$ cat src/rtl/arcino_prefetch_buffer_mo.sv
// ARCINO instruction prefetcher with pipelined memory requests and a registered
// instruction FIFO; branches flush the FIFO and discard in-flight responses.
module arcino_prefetch_buffer_mo #(
    parameter int          FIFO_DEPTH      = 4,
    parameter int          MAX_OUTSTANDING = 2,
    parameter logic [31:0] RESET_ADDR      = 32'h0000_0000
) (
    input  logic        clk_i,
    input  logic        rst_ni,
    input  logic        req_i,
    input  logic        branch_i,
    input  logic [31:0] addr_i,
    input  logic        ready_i,
    output logic        valid_o,
    output logic [31:0] rdata_o,
    output logic [31:0] addr_o,
    output logic        instr_req_o,
    input  logic        instr_gnt_i,
    output logic [31:0] instr_addr_o,
    input  logic [31:0] instr_rdata_i,
    input  logic        instr_rvalid_i,
    output logic        busy_o
);

    localparam int FPW = (FIFO_DEPTH > 1) ? $clog2(FIFO_DEPTH) : 1;
    localparam int FCW = $clog2(FIFO_DEPTH + 1);
    localparam int OPW = (MAX_OUTSTANDING > 1) ? $clog2(MAX_OUTSTANDING) : 1;
    localparam int OCW = $clog2(MAX_OUTSTANDING + 1);

    logic [31:0]    next_addr;
    logic           req_pending;
    logic [OCW-1:0] outstanding_cnt;
    logic [OCW-1:0] discard_cnt;

    logic [31:0]    fifo_rdata [FIFO_DEPTH];
    logic [31:0]    fifo_addr  [FIFO_DEPTH];
    logic [FPW-1:0] fifo_wptr;
    logic [FPW-1:0] fifo_rptr;
    logic [FCW-1:0] fifo_count;

    // Granted addresses in request order, so each response can be tagged.
    logic [31:0]    oq_addr [MAX_OUTSTANDING];
    logic [OPW-1:0] oq_wptr;
    logic [OPW-1:0] oq_rptr;

    logic [31:0] branch_target;
    logic [31:0] live_level;
    logic        issue_ok;
    logic        grant;
    logic        rvalid_eff;
    logic        drop;
    logic        push;
    logic        pop;

    assign branch_target = addr_i & 32'hFFFF_FFFC;

    // Responses with nothing outstanding are stale (e.g. issued before a reset).
    assign rvalid_eff = instr_rvalid_i & (outstanding_cnt != '0);

    // Entries that will eventually occupy the FIFO: buffered plus live in-flight.
    assign live_level = 32'(fifo_count) + 32'(outstanding_cnt) - 32'(discard_cnt);
    assign issue_ok   = (32'(outstanding_cnt) < 32'(MAX_OUTSTANDING)) &&
                        (branch_i || (live_level < 32'(FIFO_DEPTH)));

    assign instr_req_o  = req_pending | (req_i & issue_ok);
    assign instr_addr_o = branch_i ? branch_target : next_addr;
    assign grant        = instr_req_o & instr_gnt_i;

    assign drop = rvalid_eff & (branch_i | (discard_cnt != '0));
    assign push = rvalid_eff & ~drop;

    assign valid_o = (fifo_count != '0);
    assign pop     = valid_o & ready_i & ~branch_i;
    assign rdata_o = valid_o ? fifo_rdata[fifo_rptr] : 32'h0;
    assign addr_o  = valid_o ? fifo_addr[fifo_rptr]  : 32'h0;
    assign busy_o  = (outstanding_cnt != '0) | instr_req_o;

    // NOTE: sequential state uses non-blocking assignments so every register
    // samples the pre-edge values regardless of statement order.
    always_ff @(posedge clk_i) begin
        if (!rst_ni) begin
            next_addr       <= RESET_ADDR;
            req_pending     <= 1'b0;
            outstanding_cnt <= '0;
            discard_cnt     <= '0;
            fifo_wptr       <= '0;
            fifo_rptr       <= '0;
            fifo_count      <= '0;
            oq_wptr         <= '0;
            oq_rptr         <= '0;
        end else begin
            req_pending <= instr_req_o & ~instr_gnt_i;

            if (branch_i) begin
                next_addr <= grant ? branch_target + 32'd4 : branch_target;
            end else if (grant) begin
                next_addr <= next_addr + 32'd4;
            end

            outstanding_cnt <= outstanding_cnt + OCW'(grant) - OCW'(rvalid_eff);

            if (branch_i) begin
                discard_cnt <= outstanding_cnt - OCW'(rvalid_eff);
            end else if (rvalid_eff && (discard_cnt != '0)) begin
                discard_cnt <= discard_cnt - OCW'(1);
            end

            if (grant) begin
                oq_wptr <= (oq_wptr == OPW'(MAX_OUTSTANDING - 1)) ? '0 : oq_wptr + OPW'(1);
            end
            if (rvalid_eff) begin
                oq_rptr <= (oq_rptr == OPW'(MAX_OUTSTANDING - 1)) ? '0 : oq_rptr + OPW'(1);
            end

            if (branch_i) begin
                fifo_wptr  <= '0;
                fifo_rptr  <= '0;
                fifo_count <= '0;
            end else begin
                if (push) begin
                    fifo_wptr <= (fifo_wptr == FPW'(FIFO_DEPTH - 1)) ? '0 : fifo_wptr + FPW'(1);
                end
                if (pop) begin
                    fifo_rptr <= (fifo_rptr == FPW'(FIFO_DEPTH - 1)) ? '0 : fifo_rptr + FPW'(1);
                end
                fifo_count <= fifo_count + FCW'(push) - FCW'(pop);
            end

            assert (!(push && !pop && (fifo_count == FCW'(FIFO_DEPTH))))
                else $error("prefetch FIFO overflow");
        end
    end

    // NOTE: storage arrays carry no reset; the pointers and counters alone
    // decide which entries are meaningful.
    always_ff @(posedge clk_i) begin
        if (grant) begin
            oq_addr[oq_wptr] <= instr_addr_o;
        end
        if (push) begin
            fifo_rdata[fifo_wptr] <= instr_rdata_i;
            fifo_addr[fifo_wptr]  <= oq_addr[oq_rptr];
        end
    end

endmodule

$ cat config.mk
export PLATFORM = sky130hd
export DESIGN_NAME = arcino_prefetch_buffer_mo
export DESIGN_NICKNAME = d
export VERILOG_FILES = /design/src/rtl/arcino_prefetch_buffer_mo.sv
export SDC_FILE = /design/constraint.sdc
export NUM_CORES = 1
export LEC_CHECK = 0
export ABC_AREA = 1
export CORE_MARGIN = 2
export CORE_UTILIZATION = 50
export DETAILED_ROUTE_END_ITERATION = 10
export GPL_TIMING_DRIVEN = 0
export MAX_ROUTING_LAYER = met4
export PLACE_DENSITY_LB_ADDON = 0.08
export SYNTH_ARGS = -nofsm -noshare
export SYNTH_HDL_FRONTEND = slang
export SYNTH_SLANG_ARGS = --single-unit
$ cat constraint.sdc
create_clock -name clk_i -period 4.1 [get_ports clk_i]
set_clock_uncertainty 0.1 [all_clocks]
set_input_delay 0.41 -clock clk_i [delete_from_list [all_inputs] [get_ports clk_i]]
set_output_delay 0.41 -clock clk_i [all_outputs]
set_load 0.01 [all_outputs]
==> metrics.yaml <==
yosys_warnings: 0
post-cts-setup-buffer-count: 0
finish.instance_area_sq_um: 20070
synth_cell_types: 38
hpwl_mm: 31.72
cts_buffers: 39
final_nets: 1944
synth_top_area_cell: "edfxtp_1"
max_slew_margin_pct: 21.98
ir_drop_mv: 0.3293
setup_viol: 0
area_delta_synth_final_pct: 22.07
setup_ws_ns: 0.2881
track_usage_pct: 26.71
die-width_um: 185.3
grt_pass1_vias: 11960
vias_per_cell: 5.350
first_iter_violations: 1153
antenna_found_initial: 0
power_density_nw_per_um2: 458.5
holdCritPathClass: "input port to flop"
max_freq_ghz: 0.2623
cp-start-kind: "flop"
critPathMaxFanout: 10
avgRoutedWirePerCell_um: 19.02
finalHoldViolations: 0
io_buffers: 162
period_minus_slack_ns: 3.812
dr.pass1.iters: 5
rr_worst_depth: 15
clkTransAtPathRegs_ns: 0.06
seq_area_frac_synth_pct: 63.08
synth_area_per_cell_sq_um: 10.02
r2r_start: "outstanding_cnt[1]$_SDFF_PN0_"
path_class: "flop to output pin"
routabilityCongestion: 0.9815
cts.sinks: 361
placed_area_sq_um: 18840
leakage_nw: 7.189
synth.most_common_cell: "nor2_1"
synth_enable_flop_cells: 314
synth_commonest_cells: "nor2_1, edfxtp_1, nand2_1, o21ai_0, inv_1"
end_kind: "output pin"
worst_pin_slew_ns: 1.164
syn_inst: 1641
cap_violations: 0
hold_buffers: 0
post-route-period-util_pct: 92.97
rsz0062_at_grt: "false"
io_pins: 170
status: "completed"
overflow: 0
final_antenna_net_count: 0
clock_path_buffers: 3
die_height_um: 185.3
dp.cells: 2256
syn-cell-area_sq_um: 16440
htree_levels: 2
diodes: 0
clock_tree.root_cell: "clkbuf_16"
synthArstFlopShare_pct: 0
grt_max_degree: 33
r2r_setup_slack_ns: 0.53
num_vias: 12450
worstSetupEndpoint: "addr_o[14]"
final-max-slew-violation-count: 0
clk_latency_ns: 0.52
core-area_sq_um: 32450
reg2reg_to: "oq_addr[1][16]$_DFFE_PP_"
post-place-ws_ns: 0.4849
die_area_sq_um: 34340
layout-drive-gt1-share_pct: 8.652
p_total_mw: 9.200
ys_ff_latch: 361
critical_path_arrival_ns: 3.30
wl_mm: 44.24
grt_pass1_wl_mm: 67.00
synthTopCellsByArea: "edfxtp_1, nor2_1, o21ai_0"
cts_tree: "yes"
synth-main-ff-cell: "edfxtp_1"
rows: 66
instances_no_fill: 2326
start_util_pct: 50.65
synth_top_area_share_pct: 57.36
required_ns: 3.59
drc: 0
==> worst min-delay path by stage <==
stage,from,endpoint,slack [ns],cells past startpoint
4_1_cts,branch_i,next_addr[26]$_SDFFE_PN0P_,0.30,6
5_1_grt,branch_i,next_addr[26]$_SDFFE_PN0P_,0.35,6
3_5_place_dp,oq_rptr$_SDFFE_PN0P_,oq_rptr$_SDFFE_PN0P_,0.34,1
3_3_place_gp,oq_rptr$_SDFFE_PN0P_,oq_rptr$_SDFFE_PN0P_,0.34,1
6_report,branch_i,next_addr[26]$_SDFFE_PN0P_,0.33,6
2_1_floorplan,oq_rptr$_SDFFE_PN0P_,flop,0.33,1
==> cell type report <==
type	count	area, sq um
fillers	2710	12390
flip-flops and latches	361	10370
repair buffers	170	1797
well taps	442	553.0
plain buffers	82	372.9
clock buffers	45	1040
multi-input cells	1089	5328
clock inverters	26	185.2
inverters	111	421.7
==> sequential cells by signal, summed over array words and instances, names as in the netlist, named ones only <==
signal           cells
oq_addr             62
oq_wptr              1
fifo_addr          124
outstanding_cnt      2
fifo_rdata         128
req_pending          1
fifo_wptr            2
fifo_count           3
discard_cnt          2
next_addr           30
fifo_rptr            2
oq_rptr              1
==> metrics by stage <==
step                setup TNS [ns]  util, %  hold WS, ns
floorplan                   -36.56        -       0.3257
global placement           -725.49    57.39       0.3359
detailed placement               0    58.07       0.3439
CTS                              0    61.84       0.3049
global route                     0    61.83       0.3469
finish                           0    61.83       0.3322
==> placed cells by master (no fill, tap or decap), types with 3 or more instances in the layout <==
| master | synthesis | routed |
|---|---|---|
| xor2_1 | 15 | 15 |
| clkinv_1 | 2 | 9 |
| conb_1 | 1 | 4 |
| a21oi_1 | 90 | 90 |
| nor3_2 | 4 | 4 |
| clkbuf_1 | 48 | 48 |
| mux2_2 | 31 | 31 |
| clkdlybuf4s50_1 | 0 | 162 |
| o21ai_0 | 196 | 196 |
| nor2_2 | 7 | 7 |
| nand3_1 | 71 | 71 |
| nand3b_1 | 8 | 8 |
| nor3_1 | 15 | 15 |
| nor3b_1 | 3 | 3 |
| buf_2 | 14 | 14 |
| nor4_1 | 4 | 4 |
| or2_2 | 10 | 10 |
| inv_2 | 4 | 4 |
| buf_1 | 12 | 13 |
| inv_6 | 1 | 3 |
| ha_1 | 17 | 17 |
| edfxtp_1 | 314 | 314 |
| nor2_1 | 364 | 358 |
| nand4_1 | 9 | 9 |
| dfxtp_1 | 47 | 47 |
| nand2_1 | 207 | 207 |
| buf_4 | 4 | 4 |
| clkbuf_16 | 0 | 40 |
| buf_12 | 0 | 6 |
| nor2_4 | 0 | 6 |
| nand2_2 | 5 | 5 |
| o21ai_1 | 8 | 8 |
| clkinvlp_4 | 0 | 5 |
| inv_1 | 104 | 104 |
| clkinv_2 | 0 | 8 |
| buf_6 | 4 | 4 |
| o21a_1 | 9 | 9 |
==> kinds of logic after synthesis <==
| kind of cell | after synthesis | share of synthesized area, % |
|---|---|---|
| buf+inv | 194 | 4.848 |
| compound gates | 311 | 9.743 |
| xor+xnor | 17 | 0.9058 |
| other cells | 1 | 0.02281 |
| simple gates | 707 | 17.73 |
| mux | 31 | 2.124 |
| fa+ha+maj | 19 | 1.538 |
| flops | 361 | 63.08 |
==> power by group <==
| group | switching, mW | total [mW] | internal (mW) |
|---|---|---|---|
| logic | 0.889 | 1.44 | 0.549 |
| registers | 0.110 | 4.44 | 4.33 |
| clock network | 1.42 | 3.32 | 1.90 |
| total | 2.42 | 9.20 | 6.78 |
==> metal layers <==
layer  GRT usage (%)  up-vias  wire, um
li1                -     6047         -
met1           33.71     5848     18830
met2           44.19      459     21240
met3           3.480       91      2597
met4           10.06        0      1573
met5               -        -         0
==> what timing repair did <==
action / 4_1_cts / 5_1_grt
endpoints found under the setup margin: 1 / 2
hold endpoints to repair: 0 / 0
gates resized for setup: 1 / 1
==> worst max-delay path, stage by stage, from the launching register on <==
cell and delay (ns):
dfxtp_1 0.31, clkbuf_1 0.58, buf_2 0.38, buf_2 0.31, nor2_1 0.08, nor2_1 0.10, o21ai_0 0.11, a21oi_1 0.28
clkdlybuf4s50_1 0.61
Power figures use the tool's default switching activity.
